**src/rtl/fifo_2w1r_ctrl_if.sv**
```systemverilog
// Producer/consumer bundle for the two-write/one-read queue controller.
// master = traffic side (producer + consumer), slave = the controller.
interface fifo_2w1r_ctrl_if #(
  parameter int WIDTH = 32,
  parameter int DEPTH = 8
);
  localparam int CW = $clog2(DEPTH) + 1;

  logic [WIDTH-1:0] data_in0;
  logic [WIDTH-1:0] data_in1;
  logic             valid_in0;
  logic             valid_in1;
  logic             in_ready;
  logic [WIDTH-1:0] data_out;
  logic             valid_out;
  logic             ready_out;
  logic [CW-1:0]    count;
  logic             full;
  logic             empty;
  logic             drop_pulse;

  modport master (
    output data_in0, data_in1, valid_in0, valid_in1, ready_out,
    input  in_ready, data_out, valid_out, count, full, empty, drop_pulse
  );

  modport slave (
    input  data_in0, data_in1, valid_in0, valid_in1, ready_out,
    output in_ready, data_out, valid_out, count, full, empty, drop_pulse
  );
endinterface

```
**src/rtl/fifo_2w1r_ctrl.sv**
```systemverilog
// Two-lane compacting write / single-lane read circular queue.
// Valid lanes pack lane-0-first; a cycle is accepted whole or dropped whole.
module fifo_2w1r_ctrl #(
  parameter int WIDTH = 32,
  parameter int DEPTH = 8
) (
  input  logic                 clk,
  input  logic                 rst_n,
  fifo_2w1r_ctrl_if.slave      bus
);
  localparam int PW = $clog2(DEPTH);
  localparam int CW = PW + 1;

  logic [WIDTH-1:0] mem_q [DEPTH];
  logic [PW-1:0]    wptr_q, wptr_d;
  logic [PW-1:0]    rptr_q, rptr_d;
  logic [CW-1:0]    count_q, count_d;
  logic             drop_q, drop_d;

  logic [1:0]       n_wr;
  logic             in_ready_c;
  logic             wr_fire;
  logic             rd_fire;
  logic             empty_c;
  logic [WIDTH-1:0] wdat0;

  always_comb begin
    n_wr       = {1'b0, bus.valid_in0} + {1'b0, bus.valid_in1};
    empty_c    = (count_q == '0);
    // Room for a full pair is required, so a single-lane cycle at DEPTH-1 is also refused.
    in_ready_c = (count_q <= CW'(DEPTH - 2));
    wr_fire    = in_ready_c && (n_wr != 2'd0);
    rd_fire    = !empty_c && bus.ready_out;
    wdat0      = bus.valid_in0 ? bus.data_in0 : bus.data_in1;

    wptr_d  = wptr_q + (wr_fire ? PW'(n_wr) : '0);
    rptr_d  = rptr_q + PW'(rd_fire);
    count_d = count_q + (wr_fire ? CW'(n_wr) : '0) - CW'(rd_fire);
    drop_d  = (bus.valid_in0 || bus.valid_in1) && !in_ready_c;
  end

  always_ff @(posedge clk or negedge rst_n) begin
    if (!rst_n) begin
      wptr_q  <= '0;
      rptr_q  <= '0;
      count_q <= '0;
      drop_q  <= 1'b0;
    end else begin
      wptr_q  <= wptr_d;
      rptr_q  <= rptr_d;
      count_q <= count_d;
      drop_q  <= drop_d;
    end
  end

  // Storage is deliberately left unreset; empty gates data_out instead.
  always_ff @(posedge clk) begin
    if (wr_fire)
      mem_q[wptr_q] <= wdat0;
    if (wr_fire && bus.valid_in0 && bus.valid_in1)
      mem_q[wptr_q + PW'(1)] <= bus.data_in1;
  end

  assign bus.in_ready   = in_ready_c;
  assign bus.empty      = empty_c;
  assign bus.full       = (count_q == CW'(DEPTH));
  assign bus.valid_out  = !empty_c;
  assign bus.data_out   = empty_c ? '0 : mem_q[rptr_q];
  assign bus.count      = count_q;
  assign bus.drop_pulse = drop_q;
endmodule

```
**src/flat_wrapper.sv**
```systemverilog
// flat-port wrapper written by rule: the top's interface ports become plain ports
module fifo_2w1r_ctrl_flat 
#(
  parameter int WIDTH = 32,
  parameter int DEPTH = 8
)
  (clk, rst_n, bus_data_in0, bus_data_in1, bus_valid_in0, bus_valid_in1, bus_ready_out, bus_in_ready, bus_data_out, bus_valid_out, bus_count, bus_full, bus_empty, bus_drop_pulse);
  fifo_2w1r_ctrl_if #(.WIDTH(WIDTH), .DEPTH(DEPTH)) bus_i ();
  input  logic clk;
  input  logic rst_n;
  input wire logic [$bits(bus_i.data_in0)-1:0] bus_data_in0;
  input wire logic [$bits(bus_i.data_in1)-1:0] bus_data_in1;
  input wire logic [$bits(bus_i.valid_in0)-1:0] bus_valid_in0;
  input wire logic [$bits(bus_i.valid_in1)-1:0] bus_valid_in1;
  input wire logic [$bits(bus_i.ready_out)-1:0] bus_ready_out;
  output wire logic [$bits(bus_i.in_ready)-1:0] bus_in_ready;
  output wire logic [$bits(bus_i.data_out)-1:0] bus_data_out;
  output wire logic [$bits(bus_i.valid_out)-1:0] bus_valid_out;
  output wire logic [$bits(bus_i.count)-1:0] bus_count;
  output wire logic [$bits(bus_i.full)-1:0] bus_full;
  output wire logic [$bits(bus_i.empty)-1:0] bus_empty;
  output wire logic [$bits(bus_i.drop_pulse)-1:0] bus_drop_pulse;
  assign bus_i.data_in0 = bus_data_in0;
  assign bus_i.data_in1 = bus_data_in1;
  assign bus_i.valid_in0 = bus_valid_in0;
  assign bus_i.valid_in1 = bus_valid_in1;
  assign bus_i.ready_out = bus_ready_out;
  assign bus_in_ready = bus_i.in_ready;
  assign bus_data_out = bus_i.data_out;
  assign bus_valid_out = bus_i.valid_out;
  assign bus_count = bus_i.count;
  assign bus_full = bus_i.full;
  assign bus_empty = bus_i.empty;
  assign bus_drop_pulse = bus_i.drop_pulse;
  fifo_2w1r_ctrl #(.WIDTH(WIDTH), .DEPTH(DEPTH)) u_core (.clk(clk), .rst_n(rst_n), .bus(bus_i));
endmodule
```
**config.mk**
```make
export PLATFORM = sky130hd
export DESIGN_NAME = fifo_2w1r_ctrl_flat
export DESIGN_NICKNAME = d
export VERILOG_FILES = /design/src/rtl/fifo_2w1r_ctrl_if.sv /design/src/rtl/fifo_2w1r_ctrl.sv /design/src/flat_wrapper.sv
export SDC_FILE = /design/constraint.sdc
export NUM_CORES = 1
export LEC_CHECK = 0
export CORE_ASPECT_RATIO = 0.75
export CORE_UTILIZATION = 45
export CTS_CLUSTER_DIAMETER = 40
export DETAILED_ROUTE_END_ITERATION = 12
export PLACE_DENSITY_LB_ADDON = 0.15
export SLEW_MARGIN = 15
export SYNTH_ARGS = -nofsm -noshare
export SYNTH_HDL_FRONTEND = slang
export SYNTH_SLANG_ARGS = --single-unit
```
**constraint.sdc**
```tcl
create_clock -name clk -period 4.2 [get_ports clk]
set_input_delay 0.42 -clock clk [delete_from_list [all_inputs] [get_ports clk]]
set_output_delay 0.42 -clock clk [all_outputs]
set_load 0.01 [all_outputs]
```
==> insert_results.sql <==
INSERT INTO impl_metrics (metric_group, metric, value, unit) VALUES
('sta', 'achievable-frequency', '0.284', 'GHz'),
('sta', 'fin_worst_hold_slack', '249', 'ps'),
('sta', 'setup_viol', '0', ''),
('route', 'via_per_inst', '5.90', ''),
('grt', 'grt_max_degree', '33', ''),
('clocking', 'cts_hold_repair.buffers', '0', ''),
('route', 'post_drt_wl_per_cell', '26.1', 'um'),
('sta', 'slew_headroom', '0.484', ''),
('cells_and_area', 'finish.instance_area', '17400', 'um^2'),
('sta', 'worst_pin_slew', '758', 'ps'),
('route', 'initialDrtViolationCount', '530', ''),
('cells_and_area', 'area_delta_synth_final', '20.2', '%'),
('floorplan', 'design.portCount', '110', ''),
('grt', 'overflow', '0', ''),
('setup_path', 'worst_setup_path_startpoint', 'u_core.rptr_q[0]$_DFF_PN0_', ''),
('outcome', 'run_status', 'finished, final reports clean', ''),
('cells_and_area', 'fillers', '2418', ''),
('placed_design', 'postPlaceCellArea', '16100', 'um^2'),
('sta', 'min_period_over_period', '0.840', ''),
('setup_path', 'worst-r2r-setup-slack', '1060', 'ps'),
('route', 'residual_antenna_violating_net_count_after_detailed_routing', '0', ''),
('floorplan', 'die_extent_in_x', '209', 'um'),
('pwr', 'worst_ir_drop_vdd', '0.332', 'mV'),
('setup_path', 'crit_arrival', '3110', 'ps'),
('pwr', 'design_power_total', '11.4', 'mW'),
('route', 'drt_first_pass_iters', '5', ''),
('placed_design', 'dp_hpwl', '21900', 'um'),
('route', 'vias', '8041', ''),
('clocking', 'clkLatencyLatePin', '520', 'ps'),
('setup_path', 'setup.worst_path.end_class', 'primary output', ''),
('cells_and_area', 'antennaDiodeCount', '0', ''),
('clocking', 'cts.reportedPaths.clkPinSlew', '50', 'ps'),
('clocking', 'h_tree_levels', '2', ''),
('grt', 'antenna_violations_before_repair', '0', ''),
('cells_and_area', 'nets', '1014', ''),
('run', 'maxCapViolations', '0', ''),
('setup_path', 'timing.reg2reg.worst_path_depth', '12', ''),
('floorplan', 'start_util', '0.461', ''),
('setup_path', 'worstPathMaxFanout', '28', ''),
('grt', 'vias_in_the_first_global_route', '8817', ''),
('grt', 'grt_use_total', '0.222', ''),
('cells_and_area', 'register_area', '7970', 'um^2'),
('placed_design', 'io_buffer_count', '109', ''),
('clocking', 'ctsLongestPathBuffers', '3', ''),
('clocking', 'cts_resized', '0', ''),
('setup_path', 'timing.critical_path.from_type', 'flip-flop', ''),
('yosys', 'synth.cell_area', '14500', 'um^2'),
('setup_path', 'crit_required', '3780', 'ps'),
('sta', 'final_max_slew_viol_count', '0', ''),
('sta', 'rsz0062_at_grt', 'false', ''),
('pwr', 'static_leakage_power', '6.46', 'nW'),
('sta', 'timing.setup.tns', '0', 'ps'),
('sta', 'final-hold-violation-count', '0', ''),
('placed_design', 'finalWeightedCongestion', '0.791', ''),
('floorplan', 'rows', '56', ''),
('setup_path', 'regToRegEndpoint', 'u_core.bus.count[2]$_DFF_PN0_', ''),
('route', 'postRouteWirelength', '35600', 'um'),
('floorplan', 'design.die.area', '33000', 'um^2'),
('clocking', 'post_cts.repair.setup_buffers', '0', ''),
('yosys', 'ys_seq_area_frac', '0.548', ''),
('floorplan', 'die_h', '158', 'um'),
('sta', 'final_period_minus_worst_setup_slack', '3530', 'ps'),
('pwr', 'power-per-cell-area', '654', 'nW/um^2'),
('route', 'post_detailed_route_drc_marker_count', '0', ''),
('yosys', 'synth_nets', '884', ''),
('setup_path', 'end_of_the_critical_path', 'bus_data_out[8]', ''),
('grt', 'grt_pass1_wl', '53800', 'um'),
('cells_and_area', 'drive_above_1_share', '0.454', ''),
('setup_path', 'rr_startpoint', 'u_core.bus.count[3]$_DFF_PN0_', ''),
('setup_path', 'timing_worst_setup_path_type', 'reg2out', ''),
('clocking', 'tritoncts_clock_tree', 'done', ''),
('yosys', 'yosysWarnings', '0', ''),
('floorplan', 'floorplan.core_area', '31500', 'um^2'),
('clocking', 'numCtsBuffers', '38', ''),
('cells_and_area', 'multiInputGateArea', '6250', 'um^2'),
('yosys', 'synth.ff_latch_count', '267', ''),
('yosys', 'syn-mean-instance-area', '18.2', 'um^2'),
('clocking', 'cts_num_sinks', '267', ''),
('clocking', 'clock_tree.root_cell', 'sky130_fd_sc_hd__clkbuf_16', ''),
('yosys', 'synthCells', '799', ''),
('sta', 'fin_skew', '7.65', 'ps'),
('worst_hold_path', 'timing.hold.worst.class', 'in2async', ''),
('yosys', 'synth.lib_cells_used.distinct', '34', '');
-- power by group --
group / switching, mW / internal (mW)
registers: 0.269 / 3.57
clock network: 1.19 / 2.10
logic: 2.14 / 2.14
-- placed cells by master, fill, tap and decap left out, types with 3 or more instances in the layout --
master / synthesis / final
sky130_fd_sc_hd__a21oi_4: 0 / 9
sky130_fd_sc_hd__a22o_1: 32 / 32
sky130_fd_sc_hd__and2_1: 4 / 4
sky130_fd_sc_hd__buf_4: 1 / 32
sky130_fd_sc_hd__bufinv_16: 0 / 5
sky130_fd_sc_hd__clkbuf_1: 15 / 9
sky130_fd_sc_hd__clkbuf_16: 0 / 41
sky130_fd_sc_hd__clkdlybuf4s50_1: 0 / 108
sky130_fd_sc_hd__clkinv_1: 0 / 5
sky130_fd_sc_hd__dfrtp_1: 11 / 9
sky130_fd_sc_hd__edfxtp_1: 256 / 256
sky130_fd_sc_hd__ha_1: 14 / 14
sky130_fd_sc_hd__inv_1: 17 / 17
sky130_fd_sc_hd__inv_6: 0 / 5
sky130_fd_sc_hd__mux2_1: 34 / 34
sky130_fd_sc_hd__mux2_2: 121 / 121
sky130_fd_sc_hd__mux2_4: 133 / 133
sky130_fd_sc_hd__mux4_2: 64 / 64
sky130_fd_sc_hd__nand2_1: 3 / 3
sky130_fd_sc_hd__nand3_1: 9 / 9
sky130_fd_sc_hd__nand3_4: 6 / 6
sky130_fd_sc_hd__nor2_1: 6 / 6
sky130_fd_sc_hd__o21ai_0: 8 / 8
-- worst min path at each step --
stage	startpoint	endpoint	slack, ps	depth (start not counted)
floorplan	rst_n	u_core.bus.count[0]$_DFF_PN0_	120	0
global placement	u_core.rptr_q[2]$_DFF_PN0_	u_core.rptr_q[2]$_DFF_PN0_	530	1
detailed placement	u_core.rptr_q[2]$_DFF_PN0_	u_core.rptr_q[2]$_DFF_PN0_	530	1
CTS	rst_n	u_core.wptr_q[2]$_DFF_PN0_	250	1
global route	rst_n	u_core.rptr_q[2]$_DFF_PN0_	280	1
finish	rst_n	u_core.rptr_q[2]$_DFF_PN0_	250	1
-- metal layers --
| metal | track usage | up-vias | wire [um] |
|---|---|---|---|
| li1 | - | 3515 | - |
| met1 | 0.293 | 4223 | 15400 |
| met2 | 0.370 | 240 | 17300 |
| met3 | 0.0451 | 63 | 2090 |
| met4 | 0.0672 | 0 | 879 |
| met5 | 0 | - | 0 |
-- metrics by stage --
step | instances | setup slack [ps] | util
final | 1364 | 673 | 0.553
after global routing | 1364 | 511 | 0.553
after CTS | 1364 | 580 | 0.553
after detailed placement | 1295 | 802 | 0.512
after global placement | 1295 | 890 | 0.512
after floorplan | 799 | 613 | -
-- Yosys cell counts (all sizes together) --
cell type,instances,area share
clkbuf,15,0.0039
buf,37,0.019
edfxtp,256,0.53
ha,14,0.012
nor3,1,0.0011
o21ba,1,0.00069
nor4,2,0.0029
mux4,64,0.099
nor2,6,0.0016
fa,2,0.0028
a21o,1,0.00052
mux2,288,0.26
xnor2,2,0.0012
a22o,32,0.019
dfrtp,11,0.019
nand2,3,0.00078
nand2b,1,0.00043
nor2b,2,0.0016
xor2,2,0.0012
nand3,17,0.012
and2,4,0.0017
o21ai,8,0.0028
inv,19,0.0049
a21oi,10,0.0034
mux2i,1,0.00095
-- logic make-up after synthesis --
kind of cell    count (synthesis)  share of synthesized area
compound gates                 52                     0.0267
simple gates                   36                     0.0218
fa+ha+maj                      16                     0.0148
flops                         267                      0.548
mux                           353                      0.358
buf+inv                        71                     0.0279
xor+xnor                        4                    0.00241
-- layout make-up --
cell class	instances	area share
Tap cell	406	0.0291
Inverter	19	0.00409
Multi-Input combinational cell	461	0.358
Clock buffer	50	0.0607
Timing Repair Buffer	142	0.0772
Clock inverter	19	0.0138
Sequential cell	267	0.457
-- registers in the layout (all words and copies together) (netlist names) --
signal,flops
u_core.rptr_q,3
u_core.bus.drop_pulse,1
u_core.mem_q,256
u_core.wptr_q,3
u_core.bus.count,4
-- worst max-delay path: stages, from the launching register on --
cell and delay, ps:
sky130_fd_sc_hd__dfrtp_4 840, sky130_fd_sc_hd__buf_4 430, sky130_fd_sc_hd__mux4_2 560, sky130_fd_sc_hd__a22o_1 250, sky130_fd_sc_hd__clkdlybuf4s50_1 480
(Power assumes the default switching activity.)
